File: src/rtl/power_decode_bundle.sv
// Multi-lane Power ISA decode stage: format classification, field slicing, I-form targets.
// Latency: one cycle, bundle accepted on enable_i & ~stall_i & ~flush_i is visible after the edge.
// Backpressure: stall_i holds every output bit-stable; ready_o = ~stall_i, flush_i overrides stall_i.
module power_decode_bundle #(
   parameter int laneCount        = 2,
   parameter int instructionWidth = 32,
   parameter int addressSize      = 64,
   parameter int formatWidth      = 5
) (
   input  logic                                  clock_i,
   input  logic                                  reset_i,
   input  logic                                  enable_i,
   input  logic                                  flush_i,
   input  logic                                  stall_i,
   output logic                                  ready_o,
   input  logic [laneCount-1:0]                  instValid_i,
   input  logic [laneCount*instructionWidth-1:0] instruction_i,
   input  logic [addressSize-1:0]                instructionAddress_i,
   output logic [laneCount-1:0]                  decodeValid_o,
   output logic [laneCount-1:0]                  illegal_o,
   output logic [laneCount*formatWidth-1:0]      format_o,
   output logic [laneCount*6-1:0]                opcode_o,
   output logic [laneCount*5-1:0]                rt_o,
   output logic [laneCount*5-1:0]                ra_o,
   output logic [laneCount*5-1:0]                rb_o,
   output logic [laneCount*16-1:0]               imm_o,
   output logic [laneCount*10-1:0]               xOpcode_o,
   output logic [laneCount-1:0]                  rc_o,
   output logic [laneCount*addressSize-1:0]      address_o,
   output logic [laneCount*addressSize-1:0]      branchTarget_o
);

   localparam logic [formatWidth-1:0] FMT_INVALID = formatWidth'(0);
   localparam logic [formatWidth-1:0] FMT_D       = formatWidth'(3);
   localparam logic [formatWidth-1:0] FMT_DS      = formatWidth'(5);
   localparam logic [formatWidth-1:0] FMT_I       = formatWidth'(7);
   localparam logic [formatWidth-1:0] FMT_M       = formatWidth'(8);
   localparam logic [formatWidth-1:0] FMT_MD      = formatWidth'(9);
   localparam logic [formatWidth-1:0] FMT_MDS     = formatWidth'(10);
   localparam logic [formatWidth-1:0] FMT_SC      = formatWidth'(11);
   localparam logic [formatWidth-1:0] FMT_X       = formatWidth'(15);
   localparam logic [formatWidth-1:0] FMT_XFX     = formatWidth'(17);
   localparam logic [formatWidth-1:0] FMT_XL      = formatWidth'(18);
   localparam logic [formatWidth-1:0] FMT_XO      = formatWidth'(19);
   localparam logic [formatWidth-1:0] FMT_B       = formatWidth'(26);

   // Big-endian bit k of the instruction word is Verilog bit 31-k.
   function automatic logic [formatWidth-1:0] classify(input logic [31:0] ins);
      logic [5:0]             op;
      logic [formatWidth-1:0] fmt;
      op  = ins[31:26];
      fmt = FMT_INVALID;
      if (op == 6'd18)      fmt = FMT_I;
      else if (op == 6'd16) fmt = FMT_B;
      else if (op == 6'd17) fmt = FMT_SC;
      else if (op == 6'd19) fmt = FMT_XL;
      else if (op inside {6'd7, 6'd8, [6'd10:6'd15], [6'd24:6'd29], [6'd32:6'd47]}) fmt = FMT_D;
      else if (op inside {6'd58, 6'd62}) fmt = FMT_DS;
      else if (op inside {6'd20, 6'd21, 6'd23}) fmt = FMT_M;
      else if (op == 6'd30) begin
         if (!ins[4])                                fmt = FMT_MD;
         else if (ins[4:1] inside {4'd8, 4'd9})      fmt = FMT_MDS;
      end else if (op == 6'd31) begin
         if (ins[9:1] inside {9'd8, 9'd10, 9'd40, 9'd104, 9'd235, 9'd266})  fmt = FMT_XO;
         else if (ins[10:1] inside {10'd19, 10'd144, 10'd339, 10'd467})    fmt = FMT_XFX;
         else if (ins[10:2] == 9'd413)                                     fmt = FMT_XS_OR_X(1'b1);
         else                                                              fmt = FMT_X;
      end
      return fmt;
   endfunction

   // XS is split out so the 21-29 compare stays readable above.
   function automatic logic [formatWidth-1:0] FMT_XS_OR_X(input logic isXs);
      return isXs ? formatWidth'(20) : FMT_X;
   endfunction

   logic [laneCount-1:0]                  laneIllegal;
   logic [laneCount-1:0]                  valid_d,   valid_q;
   logic [laneCount-1:0]                  illegal_d, illegal_q;
   logic [laneCount*formatWidth-1:0]      format_d,  format_q;
   logic [laneCount*6-1:0]                opcode_d,  opcode_q;
   logic [laneCount*5-1:0]                rt_d, rt_q, ra_d, ra_q, rb_d, rb_q;
   logic [laneCount*16-1:0]               imm_d,     imm_q;
   logic [laneCount*10-1:0]               xop_d,     xop_q;
   logic [laneCount-1:0]                  rc_d,      rc_q;
   logic [laneCount*addressSize-1:0]      addr_d,    addr_q;
   logic [laneCount*addressSize-1:0]      target_d,  target_q;

   for (genvar k = 0; k < laneCount; k++) begin : g_lane
      logic [31:0]             ins;
      logic [formatWidth-1:0]  fmt;
      logic [addressSize-1:0]  laneAddr;
      logic [addressSize-1:0]  offset;
      assign ins      = instruction_i[k*instructionWidth +: 32];
      assign fmt      = classify(ins);
      assign laneAddr = instructionAddress_i + addressSize'(4 * k);
      // LI || 00, sign-extended from bit 25 of the word.
      assign offset   = {{(addressSize-26){ins[25]}}, ins[25:2], 2'b00};

      assign laneIllegal[k]                          = (fmt == FMT_INVALID);
      assign format_d[k*formatWidth +: formatWidth]  = fmt;
      assign opcode_d[k*6 +: 6]                      = ins[31:26];
      assign rt_d[k*5 +: 5]                          = ins[25:21];
      assign ra_d[k*5 +: 5]                          = ins[20:16];
      assign rb_d[k*5 +: 5]                          = ins[15:11];
      assign imm_d[k*16 +: 16]                       = ins[15:0];
      assign xop_d[k*10 +: 10]                       = ins[10:1];
      assign rc_d[k]                                 = ins[0];
      assign addr_d[k*addressSize +: addressSize]    = laneAddr;
      assign target_d[k*addressSize +: addressSize]  = (fmt != FMT_I) ? '0 :
                                                       (ins[1] ? offset : laneAddr + offset);
   end

   // Program-order kill: the first valid illegal lane suppresses every later lane.
   always_comb begin
      logic killSeen;
      killSeen  = 1'b0;
      valid_d   = '0;
      illegal_d = '0;
      for (int k = 0; k < laneCount; k++) begin
         valid_d[k]   = instValid_i[k] & ~killSeen;
         illegal_d[k] = valid_d[k] & laneIllegal[k];
         killSeen     = killSeen | illegal_d[k];
      end
   end

   // Pipeline register: reset > flush > stall > load > bubble.
   always_ff @(posedge clock_i) begin
      if (reset_i) begin
         valid_q   <= '0;
         illegal_q <= '0;
         format_q  <= '0;
         opcode_q  <= '0;
         rt_q      <= '0;
         ra_q      <= '0;
         rb_q      <= '0;
         imm_q     <= '0;
         xop_q     <= '0;
         rc_q      <= '0;
         addr_q    <= '0;
         target_q  <= '0;
      end else if (flush_i) begin
         valid_q   <= '0;
         illegal_q <= '0;
      end else if (stall_i) begin
         valid_q   <= valid_q;
         illegal_q <= illegal_q;
      end else if (enable_i) begin
         valid_q   <= valid_d;
         illegal_q <= illegal_d;
         format_q  <= format_d;
         opcode_q  <= opcode_d;
         rt_q      <= rt_d;
         ra_q      <= ra_d;
         rb_q      <= rb_d;
         imm_q     <= imm_d;
         xop_q     <= xop_d;
         rc_q      <= rc_d;
         addr_q    <= addr_d;
         target_q  <= target_d;
      end else begin
         valid_q   <= '0;
         illegal_q <= '0;
      end
   end

   assign ready_o        = ~stall_i;
   assign decodeValid_o  = valid_q;
   assign illegal_o      = illegal_q;
   assign format_o       = format_q;
   assign opcode_o       = opcode_q;
   assign rt_o           = rt_q;
   assign ra_o           = ra_q;
   assign rb_o           = rb_q;
   assign imm_o          = imm_q;
   assign xOpcode_o      = xop_q;
   assign rc_o           = rc_q;
   assign address_o      = addr_q;
   assign branchTarget_o = target_q;

endmodule

File: config.mk
export PLATFORM = sky130hd
export DESIGN_NAME = power_decode_bundle
export DESIGN_NICKNAME = d
export VERILOG_FILES = /design/src/rtl/power_decode_bundle.sv
export SDC_FILE = /design/constraint.sdc
export NUM_CORES = 1
export LEC_CHECK = 0
export CORE_MARGIN = 2
export CORE_UTILIZATION = 42
export DETAILED_ROUTE_END_ITERATION = 6
export PLACE_DENSITY = 0.83
export SLEW_MARGIN = 20
export SYNTH_ARGS = -nofsm -noshare
export SYNTH_HDL_FRONTEND = slang
export SYNTH_SLANG_ARGS = --single-unit
File: constraint.sdc
create_clock -name clock_i -period 5.5 [get_ports clock_i]
set_input_delay 1.375 -clock clock_i [delete_from_list [all_inputs] [get_ports clock_i]]
set_output_delay 1.375 -clock clock_i [all_outputs]
set_load 0.1 [all_outputs]
==> metrics.md <==
| Metric | Value |
|---|---|
| TritonCTS clock tree | `yes` |
| Top-count cell post-synth | `nand2_1` |
| Vias in the first global route | `roughly 22k` |
| # Max-Cap Violations | `0` |
| Crit end category | `flop` |
| Cells on worst reg2reg path | `4` |
| Netlist cell types | `87` |
| Peak supply drop | `0.000201 V` |
| Final std cells w/o fill | `4287` |
| Yosys top cell by area | `dfxtp_1` |
| Ys Warns | `0` |
| Max Transition Viols Final | `0` |
| Placed instance count | `~4.2k` |
| Sequential fraction of the synthesis area | `31.6%` |
| Worst hold stages | `2` |
| CP Class | `input pin to flop` |
| WP data arrival | `between 5 and 6 ns` |
| Post-layout minimum cycle time | `5.38 ns` |
| Syn-to-layout area delta | `45.0%` |
| Final core occ | `61.2%` |
| CTS Sinks | `332` |
| Chip Width | `228 µm` |
| Synth Instances | `2865` |
| Post-synth top cells | `523 x nand2_1, 332 x dfxtp_1, 327 x a21oi_1, 280 x nor2_1, 185 x o21ai_0` |
| Drt first pass iters | `7` |
| Largest cells by area after synthesis | `dfxtp_1 32%, nand2_1 9.3%, a21oi_1 7.8%` |
| Hold Path Class | `flop to flop` |
| Critical path peak fanout | `3` |
| Ys async rst share | `0%` |
| Worst EP required | `5.92 ns` |
| Highest Clock Rate | `186 MHz` |
| DP Worst Slack | `-0.573 ns` |
| Yosys reg bits | `332` |
| Worst slew pin tran | `1.13 ns` |
| Worst slew margin | `24.3%` |
| Smallest setup slack after layout | `roughly 0.12 ns` |
| Gr ovfl total | `0` |
| Synthesized area | `21100 µm²` |
| IO Pins | `roughly 500` |
| Synth top area share | `31.6%` |
| Clock Skew | `0 ns` |
| Fin crit share | `approximately 98%` |
| Syn nets | `3125` |
| Detailed Route Iter0 Violations | `2263` |
| Via density per instance | `5.52` |
| Gpl congestion | `0.970` |
| Power Dens Cells | `~250 nW/µm²` |
| Worst-skew pair later-pin latency | `0.55 ns` |
| Num CTS Buffers | `38` |
| Layout cells sized above 1 | `roughly 15%` |
| Final setup viols | `0` |
| Clock-pin slew on the worst setup and hold paths | `0.06 ns` |
| Routed wire length | `83200 µm` |
| Drt wl/cell | `roughly 19 µm` |
| Starting Density | `between 40% and 50%` |
| Status | `finished clean` |
| Final nets | `3844` |
| Syn_area_per_cell | `roughly 7.4 µm²` |
| H-tree Lvls | `2` |
| Antenna violations before repair | `3` |
| Leak Pwr | `12.4 nW` |
| Predominant post-synthesis flop cell | `dfxtp_1` |
| Routed Antenna Nets | `0` |
| DRC viols | `0` |
| CTS Hold Bufs | `0` |
| Chip height | `228 µm` |
| Clock root cell | `clkbuf_16` |
| Pin count of the biggest net entering global routing | `138` |
| Buffers on Ports | `501` |
| Dpl hpwl | `64200 µm` |
| Vias | `23.7k` |
| Die ar. | `51900 µm²` |
| Core Region | `between 40000 and 50000 µm²` |
| CP Launch Type | `input pin` |
| Endpoints failing hold | `0` |
| Post-synth EDFFs | `0` |
| First-pass GRT wire length | `127000 µm` |
| Pwr Total | `between 7 and 8 mW` |
| Clk buf depth | `3` |
| All-Layer GR Usage | `30.7%` |
| Core Rows | `82` |
logic make-up after synthesis:
kind of cell,Yosys count,share of synthesized area [%]
compound gates,837,24.6
xor+xnor,167,7.02
fa+ha+maj,125,7.50
buf+inv,265,5.34
flops,332,31.6
mux,8,0.386
simple gates,1131,23.6
flip-flops by register name, indices dropped and copies added (netlist names):
name and cells:
address_o 126, branchTarget_o 128, decodeValid_o 2, format_o 10, illegal_o 2, imm_o 22, opcode_o 12, ra_o 10
rb_o 10, rt_o 10
worst paths after layout:
check | startpoint | endpoint | slack, ns
setup / recovery | instructionAddress_i[3] | branchTarget_o[127] | 0.12
hold / removal | branchTarget_o[46] | branchTarget_o[46] | 0.44
setup reg to reg | branchTarget_o[40] | branchTarget_o[40] | 4.36
hold reg to reg | branchTarget_o[46] | branchTarget_o[46] | 0.44
cell usage in the layout, fill, tap and decap left out, types with 18 or more instances in the layout:
| master | n |
|---|---|
| nor3_1 | 89 |
| xnor2_1 | 92 |
| a21oi_1 | 320 |
| o21ai_0 | 175 |
| o21bai_1 | 24 |
| nor2b_1 | 29 |
| nand3_1 | 60 |
| a21o_1 | 88 |
| nand4_1 | 38 |
| a31oi_1 | 22 |
| nand2b_1 | 18 |
| dfxtp_1 | 332 |
| a211oi_1 | 27 |
| nand2_1 | 523 |
| nor2_1 | 275 |
| a22oi_1 | 47 |
| clkbuf_16 | 41 |
| and3_1 | 22 |
| buf_4 | 382 |
| inv_1 | 59 |
| clkdlybuf4s50_1 | 492 |
| xor2_1 | 66 |
| ha_1 | 121 |
final cells by class:
type	instances	area, µm²
fillers	4296	19300
multi-input cells	2268	13500
repair buffers	884	7900
flip-flops and latches	332	6650
clock buffers	56	1160
well taps	672	841
clock inverters	12	241
inverters	60	225
diodes	3	7.51
critical path, cell delays in order:
cell	delay [ns]
clkdlybuf4s50_1	0.50
nand3_2	0.11
or4_4	0.54
or3_4	0.44
nor2_4	0.11
inv_2	0.05
or3_4	0.41
nor2_4	0.15
xor2_2	0.17
ha_1	0.26
inv_1	0.08
o21bai_1	0.08
a21o_1	0.20
a21o_1	0.18
a21oi_1	0.14
o21ai_0	0.12
a221oi_1	0.32
o31ai_2	0.13
mux2i_1	0.20
xnor2_1	0.15
o31ai_2	0.07
where the power goes:
part	switching (mW)	leakage [nW]	internal, mW
Clock	1.08	0.686	1.79
Combinational	1.48	9.03	0.865
Sequential	0.0347	2.69	2.46
per-stage QoR:
stage          setup TNS (ns)  area (µm²)  hold slack, ns
3_5_place_dp           -14.11       28900           0.432
4_1_cts                     0       30300           0.441
2_1_floorplan               0       21100           0.870
3_3_place_gp           -11.68       28900           0.424
5_1_grt               -0.0928       30500           0.456
6_report                    0       30500           0.440
timing repair:
action / 4_1_cts / 5_1_grt
buffers inserted: 0 / 7
setup endpoints to repair: 1 / 23
pin swaps: 0 / 20
gates resized for setup: 1 / 50
per-layer routing:
layer / vias to the layer above / routed length, µm / part of all wire (%) / global-route usage, %
met5: - / 0 / 0 / 0
met4: 0 / 3870 / 4.7 / 14.0
met3: 205 / 7360 / 8.8 / 7.44
met2: 984 / 36500 / 44 / 47.8
met1: 11008 / 35500 / 43 / 40.1
li1: 11473 / - / - / -
Power figures use the tool's default switching activity.
